## config.mk

```make
export PLATFORM = sky130hd
export DESIGN_NAME = eye_centroid_divider_flat
export DESIGN_NICKNAME = d
export VERILOG_FILES = /design/src/rtl/eye_centroid_divider_if.sv /design/src/rtl/eye_centroid_divider.sv /design/src/flat_wrapper.sv
export SDC_FILE = /design/constraint.sdc
export NUM_CORES = 1
export LEC_CHECK = 0
export CAP_MARGIN = 20
export CORE_UTILIZATION = 40
export CTS_CLUSTER_DIAMETER = 150
export DETAILED_ROUTE_END_ITERATION = 8
export MAX_ROUTING_LAYER = met4
export SETUP_SLACK_MARGIN = 0.02
export SLEW_MARGIN = 20
export SYNTH_ARGS = -nofsm -noshare
export SYNTH_HDL_FRONTEND = slang
export SYNTH_SLANG_ARGS = --single-unit
export TNS_END_PERCENT = 100
```

## constraint.sdc

```tcl
create_clock -name CLK -period 4.2 [get_ports CLK]
set_input_delay 1.05 -clock CLK [delete_from_list [all_inputs] [get_ports CLK]]
set_output_delay 1.05 -clock CLK [all_outputs]
set_load 0.02 [all_outputs]
```

## src/rtl/eye_centroid_divider_if.sv

```systemverilog
// ============================================================================
// Module   : eye_centroid_divider_if
// Brief    : Sum inputs and centroid results between accumulator, divider and register block.
// Revision : 1.0
// ============================================================================
`default_nettype none

interface eye_centroid_divider_if #(
    parameter int SUM_S_WIDTH  = 20,
    parameter int SUM_XY_WIDTH = 28
);
    logic                    iVSYNC;
    logic [SUM_S_WIDTH-1:0]  iSUM_S;
    logic [SUM_XY_WIDTH-1:0] iSUM_SX;
    logic [SUM_XY_WIDTH-1:0] iSUM_SY;
    logic [SUM_XY_WIDTH-1:0] oQUOTIENT_SX;
    logic [SUM_XY_WIDTH-1:0] oQUOTIENT_SY;
    logic [SUM_S_WIDTH-1:0]  oFRACTIONAL_SX;
    logic [SUM_S_WIDTH-1:0]  oFRACTIONAL_SY;
    logic                    oBUSY;
    logic                    oDONE;
    logic                    oDIV_ZERO;

    modport slave (
        input  iVSYNC, iSUM_S, iSUM_SX, iSUM_SY,
        output oQUOTIENT_SX, oQUOTIENT_SY, oFRACTIONAL_SX, oFRACTIONAL_SY,
               oBUSY, oDONE, oDIV_ZERO
    );

    modport master (
        output iVSYNC, iSUM_S, iSUM_SX, iSUM_SY,
        input  oQUOTIENT_SX, oQUOTIENT_SY, oFRACTIONAL_SX, oFRACTIONAL_SY,
               oBUSY, oDONE, oDIV_ZERO
    );
endinterface

`default_nettype wire

```

## src/rtl/eye_centroid_divider.sv

```systemverilog
// ============================================================================
// Module   : eye_centroid_divider
// Brief    : Per-frame pupil centroid, restoring divide of SUM_SX/SUM_S and SUM_SY/SUM_S.
// Revision : 1.0
// ============================================================================
`default_nettype none

module eye_centroid_divider #(
    parameter int SUM_S_WIDTH  = 20,
    parameter int SUM_XY_WIDTH = 28
) (
    input  wire                    CLK,
    input  wire                    RST_N,
    eye_centroid_divider_if.slave  bus
);
    localparam int CW = $clog2(SUM_XY_WIDTH + 1);
    localparam logic [CW-1:0] c_ITER = CW'(SUM_XY_WIDTH);

    localparam logic [1:0] S_IDLE = 2'd0;
    localparam logic [1:0] S_CALC = 2'd1;
    localparam logic [1:0] S_DONE = 2'd2;

    logic [1:0]              state_q, state_d;
    logic                    vsync_q;
    logic [SUM_S_WIDTH-1:0]  div_q, div_d;
    logic [SUM_XY_WIDTH-1:0] dvx_q, dvx_d, dvy_q, dvy_d;
    logic [SUM_S_WIDTH:0]    rx_q, rx_d, ry_q, ry_d;
    logic [SUM_XY_WIDTH-1:0] qx_q, qx_d, qy_q, qy_d;
    logic [CW-1:0]           cnt_q, cnt_d;
    logic [SUM_XY_WIDTH-1:0] oqx_q, oqx_d, oqy_q, oqy_d;
    logic [SUM_S_WIDTH-1:0]  ofx_q, ofx_d, ofy_q, ofy_d;
    logic                    busy_q, busy_d, done_q, done_d, dz_q, dz_d;

    logic                    w_start;
    logic [SUM_S_WIDTH:0]    w_shx, w_shy, w_div_ext;
    logic                    w_gex, w_gey;

    assign w_start   = bus.iVSYNC & ~vsync_q;
    // Partial remainder is always < divisor, so its top bit is free for the shift-in.
    assign w_shx     = {rx_q[SUM_S_WIDTH-1:0], dvx_q[SUM_XY_WIDTH-1]};
    assign w_shy     = {ry_q[SUM_S_WIDTH-1:0], dvy_q[SUM_XY_WIDTH-1]};
    assign w_div_ext = {1'b0, div_q};
    assign w_gex     = (w_shx >= w_div_ext);
    assign w_gey     = (w_shy >= w_div_ext);

    always_comb begin
        state_d = state_q;
        div_d   = div_q;
        dvx_d   = dvx_q;
        dvy_d   = dvy_q;
        rx_d    = rx_q;
        ry_d    = ry_q;
        qx_d    = qx_q;
        qy_d    = qy_q;
        cnt_d   = cnt_q;
        oqx_d   = oqx_q;
        oqy_d   = oqy_q;
        ofx_d   = ofx_q;
        ofy_d   = ofy_q;
        busy_d  = busy_q;
        done_d  = 1'b0;
        dz_d    = dz_q;
        case (state_q)
            S_IDLE: begin
                if (w_start) begin
                    div_d   = bus.iSUM_S;
                    dvx_d   = bus.iSUM_SX;
                    dvy_d   = bus.iSUM_SY;
                    rx_d    = '0;
                    ry_d    = '0;
                    qx_d    = '0;
                    qy_d    = '0;
                    cnt_d   = c_ITER;
                    busy_d  = 1'b1;
                    state_d = S_CALC;
                end
            end
            S_CALC: begin
                rx_d  = w_gex ? (w_shx - w_div_ext) : w_shx;
                ry_d  = w_gey ? (w_shy - w_div_ext) : w_shy;
                qx_d  = {qx_q[SUM_XY_WIDTH-2:0], w_gex};
                qy_d  = {qy_q[SUM_XY_WIDTH-2:0], w_gey};
                dvx_d = dvx_q << 1;
                dvy_d = dvy_q << 1;
                cnt_d = cnt_q - CW'(1);
                if (cnt_q == CW'(1)) begin
                    state_d = S_DONE;
                end
            end
            S_DONE: begin
                if (div_q == '0) begin
                    oqx_d = '0;
                    oqy_d = '0;
                    ofx_d = '0;
                    ofy_d = '0;
                    dz_d  = 1'b1;
                end else begin
                    oqx_d = qx_q;
                    oqy_d = qy_q;
                    ofx_d = rx_q[SUM_S_WIDTH-1:0];
                    ofy_d = ry_q[SUM_S_WIDTH-1:0];
                    dz_d  = 1'b0;
                end
                done_d  = 1'b1;
                busy_d  = 1'b0;
                state_d = S_IDLE;
            end
            default: state_d = S_IDLE;
        endcase
    end

    always_ff @(posedge CLK) begin
        if (!RST_N) begin
            state_q <= S_IDLE;
            vsync_q <= 1'b0;
            div_q   <= '0;
            dvx_q   <= '0;
            dvy_q   <= '0;
            rx_q    <= '0;
            ry_q    <= '0;
            qx_q    <= '0;
            qy_q    <= '0;
            cnt_q   <= '0;
            oqx_q   <= '0;
            oqy_q   <= '0;
            ofx_q   <= '0;
            ofy_q   <= '0;
            busy_q  <= 1'b0;
            done_q  <= 1'b0;
            dz_q    <= 1'b0;
        end else begin
            state_q <= state_d;
            vsync_q <= bus.iVSYNC;
            div_q   <= div_d;
            dvx_q   <= dvx_d;
            dvy_q   <= dvy_d;
            rx_q    <= rx_d;
            ry_q    <= ry_d;
            qx_q    <= qx_d;
            qy_q    <= qy_d;
            cnt_q   <= cnt_d;
            oqx_q   <= oqx_d;
            oqy_q   <= oqy_d;
            ofx_q   <= ofx_d;
            ofy_q   <= ofy_d;
            busy_q  <= busy_d;
            done_q  <= done_d;
            dz_q    <= dz_d;
        end
    end

    assign bus.oQUOTIENT_SX   = oqx_q;
    assign bus.oQUOTIENT_SY   = oqy_q;
    assign bus.oFRACTIONAL_SX = ofx_q;
    assign bus.oFRACTIONAL_SY = ofy_q;
    assign bus.oBUSY          = busy_q;
    assign bus.oDONE          = done_q;
    assign bus.oDIV_ZERO      = dz_q;

endmodule

`default_nettype wire

```

## src/flat_wrapper.sv

```systemverilog
// flat-port wrapper written by rule: the top's interface ports become plain ports
module eye_centroid_divider_flat 
#(
    parameter int SUM_S_WIDTH  = 20,
    parameter int SUM_XY_WIDTH = 28
)
  (CLK, RST_N, bus_iVSYNC, bus_iSUM_S, bus_iSUM_SX, bus_iSUM_SY, bus_oQUOTIENT_SX, bus_oQUOTIENT_SY, bus_oFRACTIONAL_SX, bus_oFRACTIONAL_SY, bus_oBUSY, bus_oDONE, bus_oDIV_ZERO);
  eye_centroid_divider_if #(.SUM_S_WIDTH(SUM_S_WIDTH), .SUM_XY_WIDTH(SUM_XY_WIDTH)) bus_i ();
  input  wire CLK;
  input  wire RST_N;
  input wire logic [$bits(bus_i.iVSYNC)-1:0] bus_iVSYNC;
  input wire logic [$bits(bus_i.iSUM_S)-1:0] bus_iSUM_S;
  input wire logic [$bits(bus_i.iSUM_SX)-1:0] bus_iSUM_SX;
  input wire logic [$bits(bus_i.iSUM_SY)-1:0] bus_iSUM_SY;
  output wire logic [$bits(bus_i.oQUOTIENT_SX)-1:0] bus_oQUOTIENT_SX;
  output wire logic [$bits(bus_i.oQUOTIENT_SY)-1:0] bus_oQUOTIENT_SY;
  output wire logic [$bits(bus_i.oFRACTIONAL_SX)-1:0] bus_oFRACTIONAL_SX;
  output wire logic [$bits(bus_i.oFRACTIONAL_SY)-1:0] bus_oFRACTIONAL_SY;
  output wire logic [$bits(bus_i.oBUSY)-1:0] bus_oBUSY;
  output wire logic [$bits(bus_i.oDONE)-1:0] bus_oDONE;
  output wire logic [$bits(bus_i.oDIV_ZERO)-1:0] bus_oDIV_ZERO;
  assign bus_i.iVSYNC = bus_iVSYNC;
  assign bus_i.iSUM_S = bus_iSUM_S;
  assign bus_i.iSUM_SX = bus_iSUM_SX;
  assign bus_i.iSUM_SY = bus_iSUM_SY;
  assign bus_oQUOTIENT_SX = bus_i.oQUOTIENT_SX;
  assign bus_oQUOTIENT_SY = bus_i.oQUOTIENT_SY;
  assign bus_oFRACTIONAL_SX = bus_i.oFRACTIONAL_SX;
  assign bus_oFRACTIONAL_SY = bus_i.oFRACTIONAL_SY;
  assign bus_oBUSY = bus_i.oBUSY;
  assign bus_oDONE = bus_i.oDONE;
  assign bus_oDIV_ZERO = bus_i.oDIV_ZERO;
  eye_centroid_divider #(.SUM_S_WIDTH(SUM_S_WIDTH), .SUM_XY_WIDTH(SUM_XY_WIDTH)) u_core (.CLK(CLK), .RST_N(RST_N), .bus(bus_i));
endmodule
```

==> flow_summary.json, run 1 <==
{
  "status": "complete, no violations",
  "syn_area_mm2": 0.01183,
  "die_y_um": 174.0,
  "power.total_mw": 9.971,
  "netlist_instances": 1308,
  "worstMarginPinSlew_ns": 0.9248,
  "slew-limit-headroom_pct": 38.34,
  "path_buf_inv": 2,
  "synth-simple-area-share_pct": 13.16,
  "gp_congestion": 0.8686,
  "initial_core_util_pct": 40.99,
  "synth_adder_area_share_pct": 4.782,
  "path_max_fanout": 28,
  "grt_busiest_layer": "met2",
  "h-tree-depth": 1,
  "io_pins": 178,
  "grtUsageTotal_pct": 20.45,
  "routed_via_density": 5.435,
  "core_mm2": 0.02886,
  "clkSlewWorstSetupHoldPaths_ns": 0.06,
  "slew_violations": 0,
  "cpMaxStageDelayCell": "dfxtp_1",
  "n_fill_cell": 2722,
  "row_count": 62,
  "synth-xor-area-share_pct": 2.073,
  "synth_flop_cell": "dfxtp_1",
  "maxCapViolations": 0,
  "syn_nets": 1431,
  "postCtsResizedCells": 0,
  "clock-root-buffer": "clkbuf_16",
  "final_nets": 1565,
  "ys_seq_area_share_pct": 47.22,
  "post-cts-setup-buffers": 0,
  "routed_wl_um": 30240,
  "globalRouteMet2Util_pct": 30.42,
  "wl_per_cell_um": 16.35,
  "final_layout_size_suffix_gt1_share_pct": 5.806,
  "critPathTopFamily": "compound AO/OA/AOI/OAI gates",
  "met3_usage_pct": 4.112,
  "fin_tns_setup_ns": 0,
  "ir_drop_uv": 588.7,
  "grt_overflow": 0,
  "p_per_area_mw_per_mm2": 667.2,
  "setup_violations": 0,
  "finalCritPeriodShare_pct": 69.78,
  "critPathCaptureType": "flip-flop",
  "vias": 10055,
  "area_delta_synth_final_pct": 26.35,
  "path_cells": "inv_1 > ha_1 > nand3b_1 > a21oi_1 > o31ai_1 > nand3_1 > a21oi_2 > buf_4 > mux2i_1 > o21ai_0",
  "p_leak_nw": 5.573,
  "first_iter_violations": 785,
  "die_x_um": 174.0,
  "clk_path_buf_depth": 3,
  "cts_sinks": 279,
  "fmax_mhz": 341.2,
  "start_kind": "flip-flop",
  "antenna_left": 0,
  "fin_area_mm2": 0.01494,
  "hpwl_um": 20580,
  "hold_viol_final": 0,
  "synth_seq_cells": 279,
  "grt_use_met1_pct": 28.16,
  "synth-compound-area-share_pct": 26.39,
  "hp-class": "flip-flop to flip-flop",
  "fin_skew_ns": 0.01507,
  "holdBufCountCts": 0,
  "worst_ep_arrival_time_ns": 3.36,
  "required_ns": 4.63,
  "ys_types": 66,
  "finalCriticalPeriod_ns": 2.931,
  "postPlaceCellArea_mm2": 0.01391,
  "grt_pass1_wl_um": 49650,
  "timing_worst_setup_path_type": "flip-flop to flip-flop",
  "synth_edf_count": 0,
  "dieArea_mm2": 0.03026,
  "cts_buffers": 30,
  "antenna_found_initial": 1,
  "final_util_pct": 51.79,
  "drc": 0,
  "synth_top_family_by_area": "compound AO/OA/AOI/OAI gates",
  "first_global_vias": 9400,
  "portBuffers": 177,
  "dr.pass1.iters": 5,
  "async_flop_share_pct": 0,
  "clock_latency_ns": 0.56,
  "synth_warnings": 0,
  "grt_max_degree": 87,
  "rsz0062_at_grt": "no",
  "synthMuxAreaShare_pct": 2.116,
  "tritoncts": "done",
  "synth_area_per_cell_um2": 9.043,
  "max_stage_delay_ns": 0.50
}
power breakdown:
| part | total (mW) | internal, mW | switching [mW] |
|---|---|---|---|
| clock network | 2.66 | 1.58 | 1.08 |
| registers | 3.06 | 2.84 | 0.220 |
| logic | 4.25 | 1.86 | 2.39 |
| total | 9.97 | 6.28 | 3.69 |
worst min-delay path: cells and delay by family (launching register included):
kind                   cells  cell delay, ns
AOI/OAI and AO/OA          1            0.05
buffers and inverters      1            0.05
DFF                        1            0.30
through the flow:
step	setup WS (ns)	hold slack, ns	cells
CTS	1.220	0.4552	1848
floorplan	1.721	0.4354	1308
finish	1.269	0.4544	1850
global placement	1.063	0.4423	1794
global route	0.9593	0.4730	1849
detailed placement	1.016	0.4438	1794
area by class of cell:
cell class,instances,area [um^2],area share (%)
Multi-Input combinational cell,903,5794,38.77
Timing Repair Buffer,193,1917,12.83
Inverter,35,133.9,0.8958
Clock inverter,14,160.2,1.072
Tap cell,384,480.5,3.215
Sequential cell,279,5585,37.37
Clock buffer,40,868.3,5.810
Antenna cell,2,5.005,0.03349
worst paths after layout:
| path | start | end | slack [ns] | cells past startpoint |
|---|---|---|---|---|
| setup / recovery | u_core.div_q[1]$_SDFFE_PN0P_ | u_core.rx_q[13]$_SDFFE_PN0P_ | 1.27 | 10 |
| hold / removal | u_core.bus.oDIV_ZERO$_SDFFE_PN0P_ | u_core.bus.oDIV_ZERO$_SDFFE_PN0P_ | 0.45 | 2 |
| setup reg to reg | u_core.div_q[1]$_SDFFE_PN0P_ | u_core.rx_q[13]$_SDFFE_PN0P_ | 1.27 | 10 |
| hold reg to reg | u_core.bus.oDIV_ZERO$_SDFFE_PN0P_ | u_core.bus.oDIV_ZERO$_SDFFE_PN0P_ | 0.45 | 2 |
metal layers:
metal	wire [um]	up-vias
met2	13170	250
li1	-	5038
met5	0	-
met4	568	0
met3	1993	38
met1	14520	4729
synth_stat cells (13+ instances only):
master	instances	area share, %
a21o_1	13	0.83
nand3_1	17	0.72
a21oi_1	124	5.2
a22oi_1	123	7.8
inv_1	35	1.1
ha_1	42	4.4
dfxtp_1	279	47
a22o_1	80	5.9
clkbuf_1	77	2.4
o21ai_0	48	2.0
nor2_1	102	3.2
xnor2_1	19	1.4
nand2_1	163	5.2
mux2i_1	25	2.1
layout by cell type (no fill, tap or decap), types with 5 or more instances in the layout:
master,Yosys,routed
nand3_1,17,17
clkdlybuf4s50_1,0,177
a21oi_1,124,123
nand2_1,163,163
dfxtp_1,279,279
a211oi_1,8,8
a22oi_1,123,123
o31ai_1,6,6
buf_4,1,14
clkbuf_8,0,8
xnor2_1,19,19
nand4_1,6,6
o21ai_0,48,48
inv_1,35,34
a31oi_1,8,7
or3_1,5,5
clkinv_2,0,6
nor3_1,9,8
clkbuf_16,0,30
a21o_1,13,13
nor2b_1,9,8
and3_1,7,7
ha_1,42,42
a22o_1,80,80
o21a_1,5,5
mux2i_1,25,25
nor2_1,102,100
o21bai_1,6,6
nor4_1,9,9
xor2_1,9,9
flip-flops by register name (all words and copies together) (netlist names):
signal and count:
u_core.vsync_q 1, u_core.qx_q 28, u_core.bus.oDIV_ZERO 1, u_core.dvy_q 28
u_core.bus.oFRACTIONAL_SX 20, u_core.qy_q 28, u_core.rx_q 20, u_core.bus.oDONE 1
u_core.dvx_q 28, u_core.cnt_q 5, u_core.bus.oQUOTIENT_SX 28, u_core.bus.oFRACTIONAL_SY 20
u_core.bus.oQUOTIENT_SY 28, u_core.div_q 20, u_core.ry_q 20, u_core.bus.oBUSY 1
u_core.state_q 2
cell families (layout without fill, tap and decap cells):
logic type / count (synthesis) / after routing
compound gates: 453 / 453
xor+xnor: 28 / 28
fa+ha+maj: 44 / 44
buf+inv: 126 / 282
flops: 279 / 279
mux: 25 / 25
other cells: 0 / 2
simple gates: 353 / 353
Power figures use the tool's default switching activity.
==> run 2, diff against run 1 <==
==> constraint.sdc (replaced) <==
create_clock -name CLK -period 3 [get_ports CLK]
set_input_delay 0.75 -clock CLK [delete_from_list [all_inputs] [get_ports CLK]]
set_output_delay 0.75 -clock CLK [all_outputs]
set_load 0.02 [all_outputs]
==> flow_summary.json, run 2 (synthesized netlist as in run 1, its figures left out) <==
{
  "drc": 0,
  "max_stage_delay_ns": 0.49,
  "clk_path_buf_depth": 3,
  "path_buf_inv": 1,
  "hold_viol_final": 0,
  "final_nets": 1573,
  "postCtsResizedCells": 0,
  "cts_sinks": 279,
  "grt_max_degree": 127,
  "fin_skew_ns": 0.007250,
  "clock_latency_ns": 0.55,
  "final_layout_size_suffix_gt1_share_pct": 6.250,
  "fin_ws_ns": 0.3359,
  "cpMaxStageDelayCell": "or4_4",
  "wl_per_cell_um": 16.77,
  "hp-class": "flip-flop to flip-flop",
  "first_iter_violations": 671,
  "area_delta_synth_final_pct": 26.93,
  "initial_core_util_pct": 40.99,
  "finalCriticalPeriod_ns": 2.664,
  "ir_drop_uv": 873.9,
  "routed_via_density": 5.475,
  "pre_cts_ws_ns": 0.3439,
  "power.total_mw": 14.20,
  "h-tree-depth": 1,
  "path_cells": "inv_1 > ha_1 > a21o_1 > a211oi_2 > a21oi_1 > or4_4 > o21a_4 > mux2i_1 > a22o_1",
  "grt_overflow": 0,
  "die_y_um": 174.0,
  "rsz0062_at_grt": "no",
  "p_per_area_mw_per_mm2": 945.9,
  "post-cts-setup-buffers": 0,
  "start_kind": "flip-flop",
  "dieArea_mm2": 0.03026,
  "hpwl_um": 21270,
  "swShare_pct": 37.02,
  "antenna_left": 0,
  "slew_violations": 0,
  "postPlaceCellArea_mm2": 0.01402,
  "intPower_mw": 8.944,
  "row_count": 62,
  "grtUsageTotal_pct": 20.69,
  "vias": 10173,
  "p_leak_nw": 5.622,
  "switching_power_mw": 5.257,
  "required_ns": 3.44,
  "core_mm2": 0.02886,
  "clock-root-buffer": "clkbuf_16",
  "critPathCaptureType": "flip-flop",
  "die_x_um": 174.0,
  "path_max_fanout": 21,
  "io_pins": 178,
  "holdBufCountCts": 0,
  "tritoncts": "done",
  "pwr-share-seq_pct": 30.2,
  "timing_worst_setup_path_type": "flip-flop to flip-flop",
  "finalCritPeriodShare_pct": 88.80,
  "portBuffers": 177,
  "fin_tns_setup_ns": 0,
  "first_global_vias": 9555,
  "dr.pass1.iters": 5,
  "worstMarginPinSlew_ns": 0.8228,
  "gp_congestion": 0.9132,
  "maxCapViolations": 0,
  "routed_wl_um": 31150,
  "worst_ep_arrival_time_ns": 3.10,
  "antenna_found_initial": 2,
  "cts_buffers": 29,
  "critPathTopFamily": "compound AO/OA/AOI/OAI gates",
  "clkSlewWorstSetupHoldPaths_ns": 0.06,
  "setup_violations": 0,
  "layout_commonest_cell": "dfxtp_1",
  "slew-limit-headroom_pct": 45.14,
  "fin_area_mm2": 0.01501,
  "clockPowerShare_pct": 25.9,
  "fmax_mhz": 375.4,
  "status": "complete, no violations",
  "comb_power_share_pct": 43.9,
  "layout_common_cells": "dfxtp_1 (279), clkdlybuf4s50_1 (177), nand2_1 (163)",
  "grt_pass1_wl_um": 50190
}
[run 2: cell count changes in the layout (fill, tap and decap cells not counted), moves of 2 or more]
cell and change:
buf_12 +3, clkinv_2 -2, clkinv_4 +2, buf_4 +6
clkinvlp_4 -2
[run 2: per-layer routing]
layer	wire length (um)	part of all wire [%]	up-vias	global-route usage, %
li1	-	-	5039	-
met1	15180	49	4830	28.62
met2	13650	44	266	31.62
met3	1814	5.8	38	3.478
met4	506	1.6	0	4.423
met5	0	0	-	-
[run 2: final cells by class]
class / instances / area [um^2]
diodes: 2 / 5.005
clock buffers: 41 / 860.8
clock inverters: 12 / 131.4
fillers: 2739 / 13840
inverters: 35 / 133.9
multi-input cells: 903 / 5794
flip-flops and latches: 279 / 5585
well taps: 384 / 480.5
repair buffers: 202 / 2022
[run 2: metrics by stage]
| stage | util [%] | hold WS, ns | cells |
|---|---|---|---|
| 2_1_floorplan | - | 0.4354 | 1308 |
| 3_3_place_gp | 48.57 | 0.4415 | 1803 |
| 3_5_place_dp | 48.57 | 0.4441 | 1803 |
| 4_1_cts | 52.01 | 0.4568 | 1856 |
| 5_1_grt | 52.02 | 0.4676 | 1858 |
| 6_report | 52.02 | 0.4549 | 1858 |
[run 2: path summary, 6_finish.rpt]
check,from,to,slack (ns),cells past startpoint
worst max-delay path,u_core.div_q[16]$_SDFFE_PN0P_,u_core.ry_q[1]$_SDFFE_PN0P_,0.34,9
worst max register to register,u_core.div_q[16]$_SDFFE_PN0P_,u_core.ry_q[1]$_SDFFE_PN0P_,0.34,9
worst min register to register,u_core.dvy_q[3]$_SDFFE_PN0P_,u_core.dvy_q[3]$_SDFFE_PN0P_,0.45,2
worst min-delay path,u_core.dvy_q[3]$_SDFFE_PN0P_,u_core.dvy_q[3]$_SDFFE_PN0P_,0.45,2
[run 2: worst min-delay path, stage by stage, from the launching register on]
cell	delay, ns
dfxtp_1	0.31
nand2_1	0.05
a21oi_1	0.05
[run 2: power groups by stage]
| stage | combinational [mW] | sequential, mW | clock [mW] |
|---|---|---|---|
| after global placement | 6.14 | 4.37 | 0 |
| final | 6.23 | 4.29 | 3.68 |
| after CTS | 6.20 | 4.29 | 3.76 |
| after global routing | 6.87 | 4.33 | 3.93 |
| after floorplan | 4.94 | 4.24 | 0 |
| after detailed placement | 6.17 | 4.37 | 0 |
==> run 3, diff against run 2 <==
==> constraint.sdc (replaced) <==
create_clock -name CLK -period 2.6 [get_ports CLK]
set_input_delay 0.65 -clock CLK [delete_from_list [all_inputs] [get_ports CLK]]
set_output_delay 0.65 -clock CLK [all_outputs]
set_load 0.02 [all_outputs]
==> flow_summary.json, run 3 (synthesized netlist as in run 1, its figures left out) <==
{
  "status": "complete, no violations",
  "max_stage_delay_ns": 0.49,
  "required_ns": 3.08,
  "timing_worst_setup_path_type": "flip-flop to flip-flop",
  "r2r_end": "u_core.rx_q[16]$_SDFFE_PN0P_",
  "die_y_um": 174.0,
  "worst_ep_arrival_time_ns": 2.98,
  "swShare_pct": 36.83,
  "h-tree-depth": 1,
  "holdBufCountCts": 0,
  "start_kind": "flip-flop",
  "dr.pass1.iters": 6,
  "final_nets": 1610,
  "portBuffers": 177,
  "grtUsageTotal_pct": 21.01,
  "io_pins": 178,
  "n_fill_cell": 2694,
  "setup_violations": 0,
  "antenna_found_initial": 0,
  "ir_drop_uv": 1287,
  "rsz0062_at_grt": "yes",
  "fin_tns_setup_ns": 0,
  "path_max_fanout": 6,
  "min_path_cells": 2,
  "die_x_um": 174.0,
  "critPathCaptureType": "flip-flop",
  "p_per_area_mw_per_mm2": 1122,
  "grt_max_degree": 82,
  "routed_wl_um": 31900,
  "worstMarginPinSlew_ns": 0.8614,
  "slew_violations": 0,
  "vias": 10405,
  "grt_overflow": 0,
  "area_delta_synth_final_pct": 30.76,
  "routedLengthMet1_um": 15350,
  "met2_length_um": 14070,
  "routed_via_density": 5.499,
  "first_global_vias": 9752,
  "setup.worst_path.start": "u_core.div_q[5]$_SDFFE_PN0P_",
  "finalCritPeriodShare_pct": 96.23,
  "p_leak_nw": 5.825,
  "layout_commonest_cell": "dfxtp_1",
  "comb_power_share_pct": 46.9,
  "hp-class": "flip-flop to flip-flop",
  "tritoncts": "done",
  "intPower_mw": 10.96,
  "clockPowerShare_pct": 24.5,
  "reg2reg_slack_ns": 0.1,
  "maxCapViolations": 0,
  "gp_congestion": 0.8908,
  "slew-limit-headroom_pct": 42.58,
  "final_layout_size_suffix_gt1_share_pct": 10.74,
  "hpwl_um": 21520,
  "diodes": 0,
  "critPathTopFamily": "simple AND/OR/NAND/NOR gates",
  "fmax_mhz": 399.7,
  "hold_viol_final": 0,
  "finalCriticalPeriod_ns": 2.502,
  "path_buf_inv": 1,
  "clock_latency_ns": 0.55,
  "wl_per_cell_um": 16.86,
  "core_mm2": 0.02886,
  "clkSlewWorstSetupHoldPaths_ns": 0.06,
  "cts_buffers": 30,
  "fin_skew_ns": 0.01426,
  "reg2reg_depth": 9,
  "cpMaxStageDelayCell": "or4b_4",
  "reg2reg_from": "u_core.div_q[5]$_SDFFE_PN0P_",
  "clock-root-buffer": "clkbuf_16",
  "topRoutingLayerUsed": "met4",
  "clk_path_buf_depth": 3,
  "worstHoldStart": "u_core.dvy_q[11]$_SDFFE_PN0P_",
  "dieArea_mm2": 0.03026,
  "first_iter_violations": 641,
  "layout_common_cells": "dfxtp_1 (274), clkdlybuf4s50_1 (177), nand2_1 (163)",
  "switching_power_mw": 6.391,
  "cts_sinks": 279,
  "row_count": 62,
  "hold_ws_ns": 0.4539,
  "pwr-share-seq_pct": 28.6,
  "drc": 0,
  "grt_pass1_wl_um": 51000,
  "initial_core_util_pct": 40.99,
  "holdPathEnd": "u_core.dvy_q[11]$_SDFFE_PN0P_",
  "wl_met3_um": 1855,
  "path_cells": "inv_1 > ha_2 > or3_1 > o211a_1 > o31ai_4 > or4b_4 > o211ai_1 > mux2i_1 > o21ai_1",
  "antenna_left": 0
}
-- run 3: power by group through the flow --
stage	clock, mW	combinational, mW	sequential (mW)
after detailed placement	0	7.51	5.04
after CTS	4.35	7.55	4.95
after global placement	0	7.48	5.03
after floorplan	0	5.71	4.90
after global routing	4.54	8.96	5.01
final	4.25	8.14	4.96
-- run 3: worst max path at each step --
stage,to,slack [ns],cells past startpoint
after CTS,u_core.ry_q[0]$_SDFFE_PN0P_,0.03,9
final,u_core.rx_q[16]$_SDFFE_PN0P_,0.1,9
after global placement,u_core.rx_q[16]$_SDFFE_PN0P_,0.11,10
after detailed placement,u_core.ry_q[1]$_SDFFE_PN0P_,0.07,9
after global routing,u_core.rx_q[16]$_SDFFE_PN0P_,-0.03,11
after floorplan,u_core.ry_q[1]$_SDFFE_PN0P_,0.12,11
-- run 3: timing repair --
action                     in CTS  in global routing
buffers inserted                0                  1
setup endpoints to repair       0                 37
resized for setup               0                 38
-- run 3: routing by layer --
| metal | track usage [%] | vias to the layer above |
|---|---|---|
| met3 | 3.718 | 45 |
| met5 | - | - |
| met1 | 28.64 | 4937 |
| met4 | 5.409 | 0 |
| met2 | 32.02 | 294 |
| li1 | - | 5129 |
-- run 3: per-stage QoR --
stage	total power, mW	util [%]	instances	setup WS, ns	cell area, um^2
6_report	17.35	53.59	1892	0.09805	15470
5_1_grt	18.50	53.59	1892	-0.03453	15470
4_1_cts	16.85	53.02	1889	0.03471	15300
3_5_place_dp	12.55	49.56	1836	0.06619	14300
3_3_place_gp	12.51	49.56	1836	0.1061	14300
2_1_floorplan	10.60	-	1308	0.1213	11830
-- run 3: layout make-up --
class	count	area (um^2)	area share (%)
clock buffer	41	872.1	5.639
tap	384	480.5	3.107
timing repair buffer	236	2315	14.97
clock inverter	12	127.6	0.8252
multi-input combinational	905	5946	38.44
sequential	279	5592	36.15
inverter	35	133.9	0.8656
-- run 3: tightest hold or removal path, cell delays in order (launching register included) --
cell and delay (ns):
dfxtp_1 0.31, nand2_1 0.05, a21oi_1 0.05
